**config.mk**
```make
export PLATFORM = sky130hd
export DESIGN_NAME = uart_rx_ctrl
export DESIGN_NICKNAME = d
export VERILOG_FILES = /design/src/rtl/uart_ctrl_pkg.sv /design/src/rtl/uart_sync_fifo.sv /design/src/rtl/uart_rx_ctrl.sv
export SDC_FILE = /design/constraint.sdc
export NUM_CORES = 1
export LEC_CHECK = 0
export BUFFER_PORTS_ARGS = -buffer_cell sky130_fd_sc_hd__clkbuf_2
export CAP_MARGIN = 0
export CORE_UTILIZATION = 34
export CTS_CLUSTER_DIAMETER = 120
export DETAILED_ROUTE_END_ITERATION = 8
export SLEW_MARGIN = 20
export SYNTH_ARGS = -nofsm -noshare
export SYNTH_HDL_FRONTEND = slang
export SYNTH_HIERARCHICAL = 1
export SYNTH_SLANG_ARGS = --single-unit
export TNS_END_PERCENT = 50
```
**constraint.sdc**
```tcl
create_clock -name clk24m -period 8.12 [get_ports clk24m]
set_clock_uncertainty 0.2 [all_clocks]
set_input_delay 0.812 -clock clk24m [delete_from_list [all_inputs] [get_ports clk24m]]
set_output_delay 0.812 -clock clk24m [all_outputs]
set_load 0.02 [all_outputs]
```
**src/rtl/uart_ctrl_pkg.sv**
```systemverilog
// uart_ctrl_pkg: shared definitions for the UART receive controller slice.
// Holds the controller FSM encoding, default parameter values and the
// error-counter width / saturation value.
package uart_ctrl_pkg;

    typedef enum logic [1:0] {
        ST_IDLE = 2'd0,
        ST_READ = 2'd1,
        ST_PUSH = 2'd2
    } rx_state_t;

    localparam int unsigned FIFO_DEPTH_DEF = 8;
    localparam int unsigned TMO_CYC_DEF    = 32;
    localparam bit          DROP_BAD_DEF   = 1'b1;

    localparam int unsigned      ERR_W   = 8;
    localparam logic [ERR_W-1:0] ERR_MAX = '1;

endpackage

```
**src/rtl/uart_sync_fifo.sv**
```systemverilog
// uart_sync_fifo: single-clock first-word-fall-through FIFO.
// Ports:
//   clk, rst         clock, asynchronous active-high reset
//   push, push_dat   write request and data (accepted when not full, or
//                    when full and popped in the same cycle)
//   pop, pop_dat     read request and head of queue (0 while empty)
//   cnt              occupancy, 0..DEPTH
//   empty, full      status
module uart_sync_fifo #(
    parameter int unsigned DEPTH = 8,
    parameter int unsigned DW    = 8,
    localparam int unsigned AW   = $clog2(DEPTH)
) (
    input  logic          clk,
    input  logic          rst,
    input  logic          push,
    input  logic [DW-1:0] push_dat,
    input  logic          pop,
    output logic [DW-1:0] pop_dat,
    output logic [AW:0]   cnt,
    output logic          empty,
    output logic          full
);

    logic [DW-1:0] mem [DEPTH];
    logic [AW-1:0] wr_ptr;
    logic [AW-1:0] rd_ptr;
    logic          push_ok;
    logic          pop_ok;

    assign empty   = (cnt == '0);
    assign full    = (cnt == (AW+1)'(DEPTH));
    // A full FIFO still accepts a write when a pop frees the slot this cycle;
    // a pop on an empty FIFO is ignored even if a write arrives.
    assign push_ok = push && (!full || pop);
    assign pop_ok  = pop && !empty;
    assign pop_dat = empty ? '0 : mem[rd_ptr];

    always_ff @(posedge clk) begin
        if (push_ok) begin
            mem[wr_ptr] <= push_dat;
        end
    end

    always_ff @(posedge clk or posedge rst) begin
        if (rst) begin
            wr_ptr <= '0;
            rd_ptr <= '0;
            cnt    <= '0;
        end else begin
            if (push_ok) begin
                wr_ptr <= wr_ptr + AW'(1);
            end
            if (pop_ok) begin
                rd_ptr <= rd_ptr + AW'(1);
            end
            case ({push_ok, pop_ok})
                2'b10:   cnt <= cnt + (AW+1)'(1);
                2'b01:   cnt <= cnt - (AW+1)'(1);
                default: cnt <= cnt;
            endcase
        end
    end

endmodule

```
**src/rtl/uart_rx_ctrl.sv**
```systemverilog
// uart_rx_ctrl: pulls bytes from a UART receiver into a receive FIFO.
// Ports:
//   clk24m, rst               clock, asynchronous active-high reset
//   rx_dat_rdy, rx_dat_i      receiver byte-ready flag and data
//   rx_frm_err, rx_pity_err   receiver error flags, sampled after the read
//   rx_rdn                    active-low read strobe to the receiver
//   fifo_rd, fifo_dat         host pop request, FIFO head (fall-through)
//   fifo_empty, fifo_full     FIFO status
//   fifo_cnt                  FIFO occupancy
//   err_cnt                   saturating count of bad bytes
//   ovf_err, tmo_err          sticky overflow / read-timeout flags
//   clr_err                   clears err_cnt, ovf_err and tmo_err
module uart_rx_ctrl
    import uart_ctrl_pkg::*;
#(
    parameter int unsigned FIFO_DEPTH = FIFO_DEPTH_DEF,
    parameter int unsigned TMO_CYC    = TMO_CYC_DEF,
    parameter bit          DROP_BAD   = DROP_BAD_DEF
) (
    input  logic                          clk24m,
    input  logic                          rst,
    input  logic                          rx_dat_rdy,
    input  logic [7:0]                    rx_dat_i,
    input  logic                          rx_frm_err,
    input  logic                          rx_pity_err,
    output logic                          rx_rdn,
    input  logic                          fifo_rd,
    output logic [7:0]                    fifo_dat,
    output logic                          fifo_empty,
    output logic                          fifo_full,
    output logic [$clog2(FIFO_DEPTH):0]   fifo_cnt,
    output logic [ERR_W-1:0]              err_cnt,
    output logic                          ovf_err,
    output logic                          tmo_err,
    input  logic                          clr_err
);

    localparam int unsigned TW = (TMO_CYC > 1) ? $clog2(TMO_CYC) : 1;

    rx_state_t     state;
    rx_state_t     state_nxt;
    logic [TW-1:0] tmo_cnt;
    logic [7:0]    dat_q;
    logic          tmo_hit;
    logic          bad;
    logic          push;
    logic          bad_evt;
    logic          ovf_evt;
    logic          tmo_evt;

    assign bad     = rx_frm_err | rx_pity_err;
    assign tmo_hit = (state == ST_READ) && (tmo_cnt == TW'(TMO_CYC - 1));

    // State register
    always_ff @(posedge clk24m or posedge rst) begin
        if (rst) begin
            state <= ST_IDLE;
        end else begin
            state <= state_nxt;
        end
    end

    // Next-state logic
    always_comb begin
        state_nxt = state;
        case (state)
            ST_IDLE: if (rx_dat_rdy)            state_nxt = ST_READ;
            ST_READ: if (!rx_dat_rdy || tmo_hit) state_nxt = ST_PUSH;
            ST_PUSH:                            state_nxt = ST_IDLE;
            default:                            state_nxt = ST_IDLE;
        endcase
    end

    // Outputs; rx_rdn decodes straight from the state so reset releases it
    // without waiting for a clock.
    always_comb begin
        rx_rdn = 1'b1;
        push   = 1'b0;
        case (state)
            ST_READ: rx_rdn = 1'b0;
            ST_PUSH: push   = !(bad && DROP_BAD);
            default: ;
        endcase
    end

    // Timeout counter and data latch
    always_ff @(posedge clk24m or posedge rst) begin
        if (rst) begin
            tmo_cnt <= '0;
            dat_q   <= '0;
        end else if (state == ST_READ) begin
            tmo_cnt <= tmo_cnt + TW'(1);
            dat_q   <= rx_dat_i;
        end else begin
            tmo_cnt <= '0;
        end
    end

    assign bad_evt = (state == ST_PUSH) && bad;
    assign ovf_evt = push && fifo_full && !fifo_rd;
    // A normal release on the last allowed cycle is not a timeout.
    assign tmo_evt = tmo_hit && rx_dat_rdy;

    always_ff @(posedge clk24m or posedge rst) begin
        if (rst) begin
            err_cnt <= '0;
            ovf_err <= 1'b0;
            tmo_err <= 1'b0;
        end else if (clr_err) begin
            err_cnt <= '0;
            ovf_err <= 1'b0;
            tmo_err <= 1'b0;
        end else begin
            if (bad_evt && (err_cnt != ERR_MAX)) begin
                err_cnt <= err_cnt + ERR_W'(1);
            end
            if (ovf_evt) begin
                ovf_err <= 1'b1;
            end
            if (tmo_evt) begin
                tmo_err <= 1'b1;
            end
        end
    end

    uart_sync_fifo #(
        .DEPTH (FIFO_DEPTH),
        .DW    (8)
    ) u_fifo (
        .clk      (clk24m),
        .rst      (rst),
        .push     (push),
        .push_dat (dat_q),
        .pop      (fifo_rd),
        .pop_dat  (fifo_dat),
        .cnt      (fifo_cnt),
        .empty    (fifo_empty),
        .full     (fifo_full)
    );

endmodule

```
==> impl_results.md, run 1 <==
- Slew margin rel.: 29.9%
- Core box area: 0.0122 mm²
- Clock slew at reported path FFs: 0.07 ns
- Post-synth top area share: 44.7%
- CP bufs+invs: 2
- Cells resized by post-CTS repair: 0
- Vias in the first global route: 2,538
- Worst Hold Class: in2async
- Dpl ws: 4.68 ns
- Initial antenna violation count: 0
- First-pass GRT wire length: 13.2 mm
- Yosys reg bits: 99
- Routed vias: 2,449
- # diodes: 0
- Synthesized Nets: 324
- RSZ-0062 raised after global routing: no
- Worst slew pin tran: 1.04 ns
- Total Routing Usage GR: 13.4%
- Max Freq: 0.276 GHz
- Layout cells sized above 1: 22.2%
- Initial Util: 35.4%
- CTS tree: built
- Count of final hold-check violations: 0
- Setup Viol. Count Final: 0
- Top delay family on crit path: flip-flops
- List of most frequent post-synthesis cells: edfxtp_1, dfrtp_1, mux2i_1
- Yosys warning count: 6
- Post-DP HPWL: 5.46 mm
- CP required: 7.11 ns
- Vias/cell: 4.76
- WL final: 7.90 mm
- Slew Viols, Final: 0
- Sequential area share after synthesis: 65.0%
- First drt pass iteration count: 5
- Reg2Reg Depth: 6
- Status: finished, final reports clean
- Crit path cell chain: buf_4 -> mux2i_1 -> a221o_1 -> a221oi_1 -> clkbuf_2
- TNS Setup: 0 ns
- Slowest cell on crit path: dfrtp_1
- Fillers: 1,133
- Hold bufs inserted after CTS: 0
- Clock Tree Root: clkbuf_16
- Worst Path Arrival: 2.61 ns
- Synthesized area: 0.00430 mm²
- Final ANT Viol Nets: 0
- Number of CTS-inserted buffers: 9
- Crit share post-route: 44.6%
- Worst setup EP type: output port
- Die Area: 0.0131 mm²
- Critical path's largest stage delay: 0.77 ns
- Layout Nets: 365
- Cell accounting for the most synthesized area: edfxtp_1
- CP Max Fanout: 22
- Postcts setup bufs: 0
- Synth top area cells: edfxtp_1, dfrtp_1, mux2i_1
- Skew-Pair Late Insertion Delay: 0.34 ns
- Yosys cell types: 50
- CTS sink cnt: 99
- Top-Level Pins: 40
- Routed wire per std cell: 15.3 µm
- DRC: 0
- Main flop type after synthesis: edfxtp_1
- Final WS setup: 4.50 ns
- Global placement routability congestion: 0.701
- Core Rows: 40
- 1st-iter DRT viols: 110
- Die X: 114 µm
- Startpoint types: flip-flop
- Min Tclk post-route: 3.62 ns
- Clk buf depth: 2
- Most frequent cell after synthesis: edfxtp_1
- H-tree depth: 3
- WS Path Type: reg2out
- Crit. path cell count: 5
- Synth Instances: 301
- Remaining Overflow, GRT: 0
- Area Growth Syn to Fin: 15.4%
- Die height: 114 µm
- Number of synthesized flops with an enable pin: 64
- I/O Buffers: 39
- Maxcap violations: 0
- Pwr/cell area: 297 mW/mm²
- Max VDD drop: 0.106 mV
- Largest net degree at the start of global routing: 26
- Async SR Flop Fraction: 35.4%
- Leak: 0.00196 µW
- Syn_area_per_cell: 14.3 µm²
[final cells by class]
class / instances / area [µm²] / share of cell area [%]
tap: 168 / 210 / 4.23
sequential: 99 / 2800 / 56.4
clock buffer: 10 / 229 / 4.61
timing repair buffer: 43 / 225 / 4.54
clock inverter: 6 / 46.3 / 0.932
multi-input combinational: 180 / 1420 / 28.7
inverter: 9 / 33.8 / 0.680
[registers in the layout, summed over array words and instances, names as in the netlist]
name and cells:
u_fifo/mem 64, ovf_err 1, state 2, tmo_err 1
err_cnt 8, u_fifo/cnt 4, u_fifo/wr_ptr 3, u_fifo/rd_ptr 3
dat_q 8, tmo_cnt 5
[report_power, final]
part | leakage, µW | switching, µW | internal [µW] | total, µW
clock | 0.000130 | 185 | 211 | 395
combinational | 0.000795 | 239 | 184 | 423
sequential | 0.00103 | 76.0 | 583 | 659
total | 0.00196 | 500 | 977 | 1480
[kinds of logic after synthesis]
kind of cell	synth area share, %
flops	65.0
simple gates	9.98
compound gates	9.05
mux	8.78
buf+inv	2.38
xor+xnor	2.44
fa+ha+maj	2.33
[worst paths after layout]
kind	start	end	slack, ns
worst min register to register	tmo_cnt[0]	tmo_cnt[0]	0.27
max in group asynchronous	rst	dat_q[1]	6.94
worst max register to register	u_fifo/cnt[0]	u_fifo/cnt[3]	4.72
min in group clk24m	tmo_cnt[0]	tmo_cnt[0]	0.27
worst min-delay path	rst	u_fifo/rd_ptr[0]	0.24
worst max-delay path	u_fifo/rd_ptr[1]	fifo_dat[1]	4.50
[layer usage]
metal  part of all wire [%]  global-route usage [%]  vias to the layer above
met1                     47                    17.6                     1174
li1                       -                       -                     1208
met5                      0                       0                        -
met2                     47                    21.3                       54
met4                    1.8                    5.71                        0
met3                    3.9                    2.91                       13
[stage by stage]
stage          hold slack (ns)  instance area, µm²  utilization, %  cells  total power, µW
2_1_floorplan            0.232                4300               -    301              977
3_3_place_gp             0.256                4670            38.4    499             1090
3_5_place_dp             0.262                4690            38.6    499             1100
4_1_cts                  0.247                4960            40.8    515             1500
5_1_grt                  0.268                4960            40.8    515             1560
6_report                 0.243                4960            40.8    515             1480
[placed cells by master, fill, tap and decap left out, types with 4 or more instances in the layout]
master and instances:
inv_1 8, a221o_1 8, a31oi_1 4, xor2_1 4, dfrtp_1 35, clkbuf_16 9
edfxtp_1 64, nor2b_1 7, mux2i_1 34, a221oi_1 8, xnor2_1 8, nand3_1 4
buf_4 4, nor2_1 19, ha_1 8, clkbuf_2 39, nand2_1 28
(Power assumes the default switching activity.)
==> run 2, diff against run 1 <==
--- a/config.mk
+++ b/config.mk
@@ -5,6 +5,7 @@
 export SDC_FILE = /design/constraint.sdc
 export NUM_CORES = 1
 export LEC_CHECK = 0
+export ABC_AREA = 1
 export BUFFER_PORTS_ARGS = -buffer_cell sky130_fd_sc_hd__clkbuf_2
 export CAP_MARGIN = 0
 export CORE_UTILIZATION = 34
==> constraint.sdc (replaced) <==
create_clock -name clk24m -period 3.38 [get_ports clk24m]
set_clock_uncertainty 0.2 [all_clocks]
set_input_delay 0.338 -clock clk24m [delete_from_list [all_inputs] [get_ports clk24m]]
set_output_delay 0.338 -clock clk24m [all_outputs]
set_load 0.02 [all_outputs]
==> run 2 against run 1 <==
Synthesized cell count increased by 40%. Worst hold slack worse by 0.23 ns. Wire length is 10% higher. Design area up 4.1%. First-iteration DRC count is 5.5% lower. Sequential share of layout area is 2.2 points lower. Setup slack worse by 3.8 ns.
==> impl_results.md, run 2 <==
- Status: finished, final reports clean (unchanged)
- Max VDD drop: 0.322 mV (was 0.106 mV)
- Setup Viol. Count Final: 0 (unchanged)
- Finished Cell Area: 0.00517 mm² (was 0.00496 mm²)
- Number of synthesized flops with an enable pin: 64 (unchanged)
- Commonest non-fill, non-tap cells in the layout: nand2_1, nor2_1, edfxtp_1 (was edfxtp_1, clkbuf_2, dfrtp_1)
- Number of flip-flops in the largest register: 64 (unchanged)
- Total Routing Usage GR: 14.1% (was 13.4%)
- Die height: 117 µm (was 114 µm)
- Top delay family on crit path: flip-flops (unchanged)
- Final ANT Viol Nets: 0 (unchanged)
- Worst setup EP type: output port (unchanged)
- Clk buf depth: 2 (unchanged)
- Skew-Pair Late Insertion Delay: 0.34 ns (about the same)
- Cells resized by post-CTS repair: 0 (unchanged)
- WS Path Type: reg2out (unchanged)
- Layout Utilization: 40.6% (was 40.8%)
- Clock slew at reported path FFs: 0.06 ns (was 0.07 ns)
- Yosys cell types: 42 (was 50)
- CP Max Fanout: 26 (was 22)
- H-tree depth: 3 (unchanged)
- Synthesized Nets: 445 (was 324)
- Area Growth Syn to Fin: 15.8% (was 15.4%)
- Worst Hold Class: in2reg (was in2async)
- Yosys warning count: 6 (unchanged)
- Leak: 0.00220 µW (was 0.00196 µW)
- Slew Viols, Final: 0 (unchanged)
- Min Tclk post-route: 2.64 ns
- Routed vias: 2,979 (was 2,449)
- Die X: 117 µm (was 114 µm)
- Global placement routability congestion: 0.808 (was 0.701)
- Startpoint types: flip-flop (unchanged)
- Clock Tree Root: clkbuf_16 (unchanged)
- Crit share post-route: 78.1%
- Post-DP HPWL: 5.97 mm (was 5.46 mm)
- Reg2reg setup slack: 0.97 ns (was 4.72 ns)
- Final WS setup: 0.739 ns (was 4.50 ns)
- DP Area: 0.00480 mm² (was 0.00469 mm²)
- CTS sink cnt: 99 (unchanged)
- RSZ-0062 raised after global routing: no (unchanged)
- Count of final hold-check violations: 0 (unchanged)
- Initial antenna violation count: 0 (unchanged)
- Async SR Flop Fraction: 35.4% (unchanged)
- Core Rows: 41 (was 40)
- DRC: 0 (unchanged)
- Hold slack: 0.0137 ns (was 0.243 ns)
- Synthesized area: 0.00446 mm² (was 0.00430 mm²)
- 1st-iter DRT viols: 104 (was 110)
- CP bufs+invs: 1 (was 2)
- Crit path cell chain: o21ai_1 -> o211ai_2 -> nand2_1 -> nor2_1 -> clkbuf_2 (was buf_4 -> mux2i_1 -> a221o_1 -> a221oi_1 -> clkbuf_2)
- Synth top area cells: edfxtp_1, dfrtp_1, nand2_1 (was edfxtp_1, dfrtp_1, mux2i_1)
- TNS Setup: 0 ns (unchanged)
- Routed wire per std cell: 13.5 µm (was 15.3 µm)
- Fillers: 1,261 (was 1,133)
- # diodes: 0 (unchanged)
- Postcts setup bufs: 0 (unchanged)
- CP required: 2.84 ns (was 7.11 ns)
- Largest net degree at the start of global routing: 33 (was 26)
- Main flop type after synthesis: edfxtp_1 (unchanged)
- Sequential cell area: 0.00280 mm² (unchanged)
- Number of CTS-inserted buffers: 9 (unchanged)
- Worst slew pin tran: 0.917 ns (was 1.04 ns)
- Remaining Overflow, GRT: 0 (unchanged)
- First-pass GRT wire length: 14.3 mm (was 13.2 mm)
- Post-synth top area share: 43.1% (was 44.7%)
- Layout cells sized above 1: 18.1% (was 22.2%)
- WL final: 8.71 mm (was 7.90 mm)
- Dpl ws: 0.983 ns (was 4.68 ns)
- Pwr/cell area: 739 mW/mm² (was 297 mW/mm²)
- Vias/cell: 4.61 (was 4.76)
- Hold bufs inserted after CTS: 8 (was 0)
- Largest regs: u_fifo/mem x64, dat_q x8, err_cnt x8 (unchanged)
- Maxcap violations: 0 (unchanged)
- Slowest cell on crit path: dfrtp_1 (unchanged)
- Multi-input gate area: 0.00144 mm² (was 0.00142 mm²)
- Initial Util: 35.1% (was 35.4%)
- Critical path's largest stage delay: 0.94 ns (was 0.77 ns)
- List of most frequent post-synthesis cells: nand2_1, nor2_1, edfxtp_1 (was edfxtp_1, dfrtp_1, mux2i_1)
- Syn_area_per_cell: 10.6 µm² (was 14.3 µm²)
- First drt pass iteration count: 5 (unchanged)
- Register name with the most flops: u_fifo/mem (unchanged)
- CTS tree: built (unchanged)
- Vias in the first global route: 2,767 (was 2,538)
- I/O Buffers: 39 (unchanged)
- Core box area: 0.0127 mm² (was 0.0122 mm²)
- Max Freq: 0.379 GHz
- Most frequent cell after synthesis: nand2_1 (was edfxtp_1)
- Sequential area share after synthesis: 62.7% (was 65.0%)
- Layout Nets: 492 (was 365)
- Cell accounting for the most synthesized area: edfxtp_1 (unchanged)
- Worst Path Arrival: 2.10 ns (was 2.61 ns)
- Synth Instances: 422 (was 301)
- Top-Level Pins: 40 (unchanged)
- Most common cell after layout, fill and taps aside: nand2_1 (was edfxtp_1)
- Yosys reg bits: 99 (unchanged)
- Slew margin rel.: 38.5% (was 29.9%)
- Die Area: 0.0136 mm² (was 0.0131 mm²)
## run 2: changes by cell type after synthesis, sizes merged, moves of 11 or more
cell	change
nor2	+72
nand2	+59
o21ai	+36
mux2i	-34
inv	+21
nand3	+11
## run 2: area by class of cell
type,instances,share of cell area [%]
Sequential cell,99,54.1
Multi-Input combinational cell,278,27.9
Timing Repair Buffer,49,5.86
Clock buffer,12,4.57
Tap cell,172,4.16
Inverter,32,2.44
Clock inverter,4,0.992
## run 2: final timing paths
kind | from | depth (start not counted) | end
min | rx_dat_i[4] | 3 | dat_q[4]
min reg2reg | tmo_cnt[0] | 1 | tmo_cnt[0]
max in group asynchronous | rst | 3 | dat_q[3]
max | u_fifo/rd_ptr[1] | 5 | fifo_dat[7]
min in group asynchronous | rst | 3 | u_fifo/wr_ptr[1]
max reg2reg | u_fifo/cnt[0] | 12 | u_fifo/cnt[2]
## run 2: report_power, final
part           switching [µW]  internal (µW)
Sequential                227           1400
Clock                     434            576
Combinational             747            439
## run 2: tightest hold or removal path, cell delays in order
cell      delay [ns]
clkbuf_2        0.08
nand2_1         0.05
nand2_1         0.06
## run 2: cell families (layout without fill, tap and decap cells)
group           count (synthesis)  in the layout  share of synthesized area [%]
flops                          99             99                           62.7
xor+xnor                        5              5                           1.15
compound gates                 64             64                           9.17
fa+ha+maj                       8              8                           2.24
buf+inv                        45             97                           5.05
simple gates                  201            201                           19.7
## run 2: per-layer routing
layer	GRT usage [%]	wire [µm]
met1	18.3	4130
met2	22.3	4170
met3	3.68	290
met4	6.33	127
met5	0	0
## run 2: per-stage QoR
stage | cells | power (µW)
after floorplan | 422 | 2540
after global placement | 622 | 2820
after detailed placement | 622 | 2840
after CTS | 646 | 3850
after global routing | 646 | 4060
final | 646 | 3820
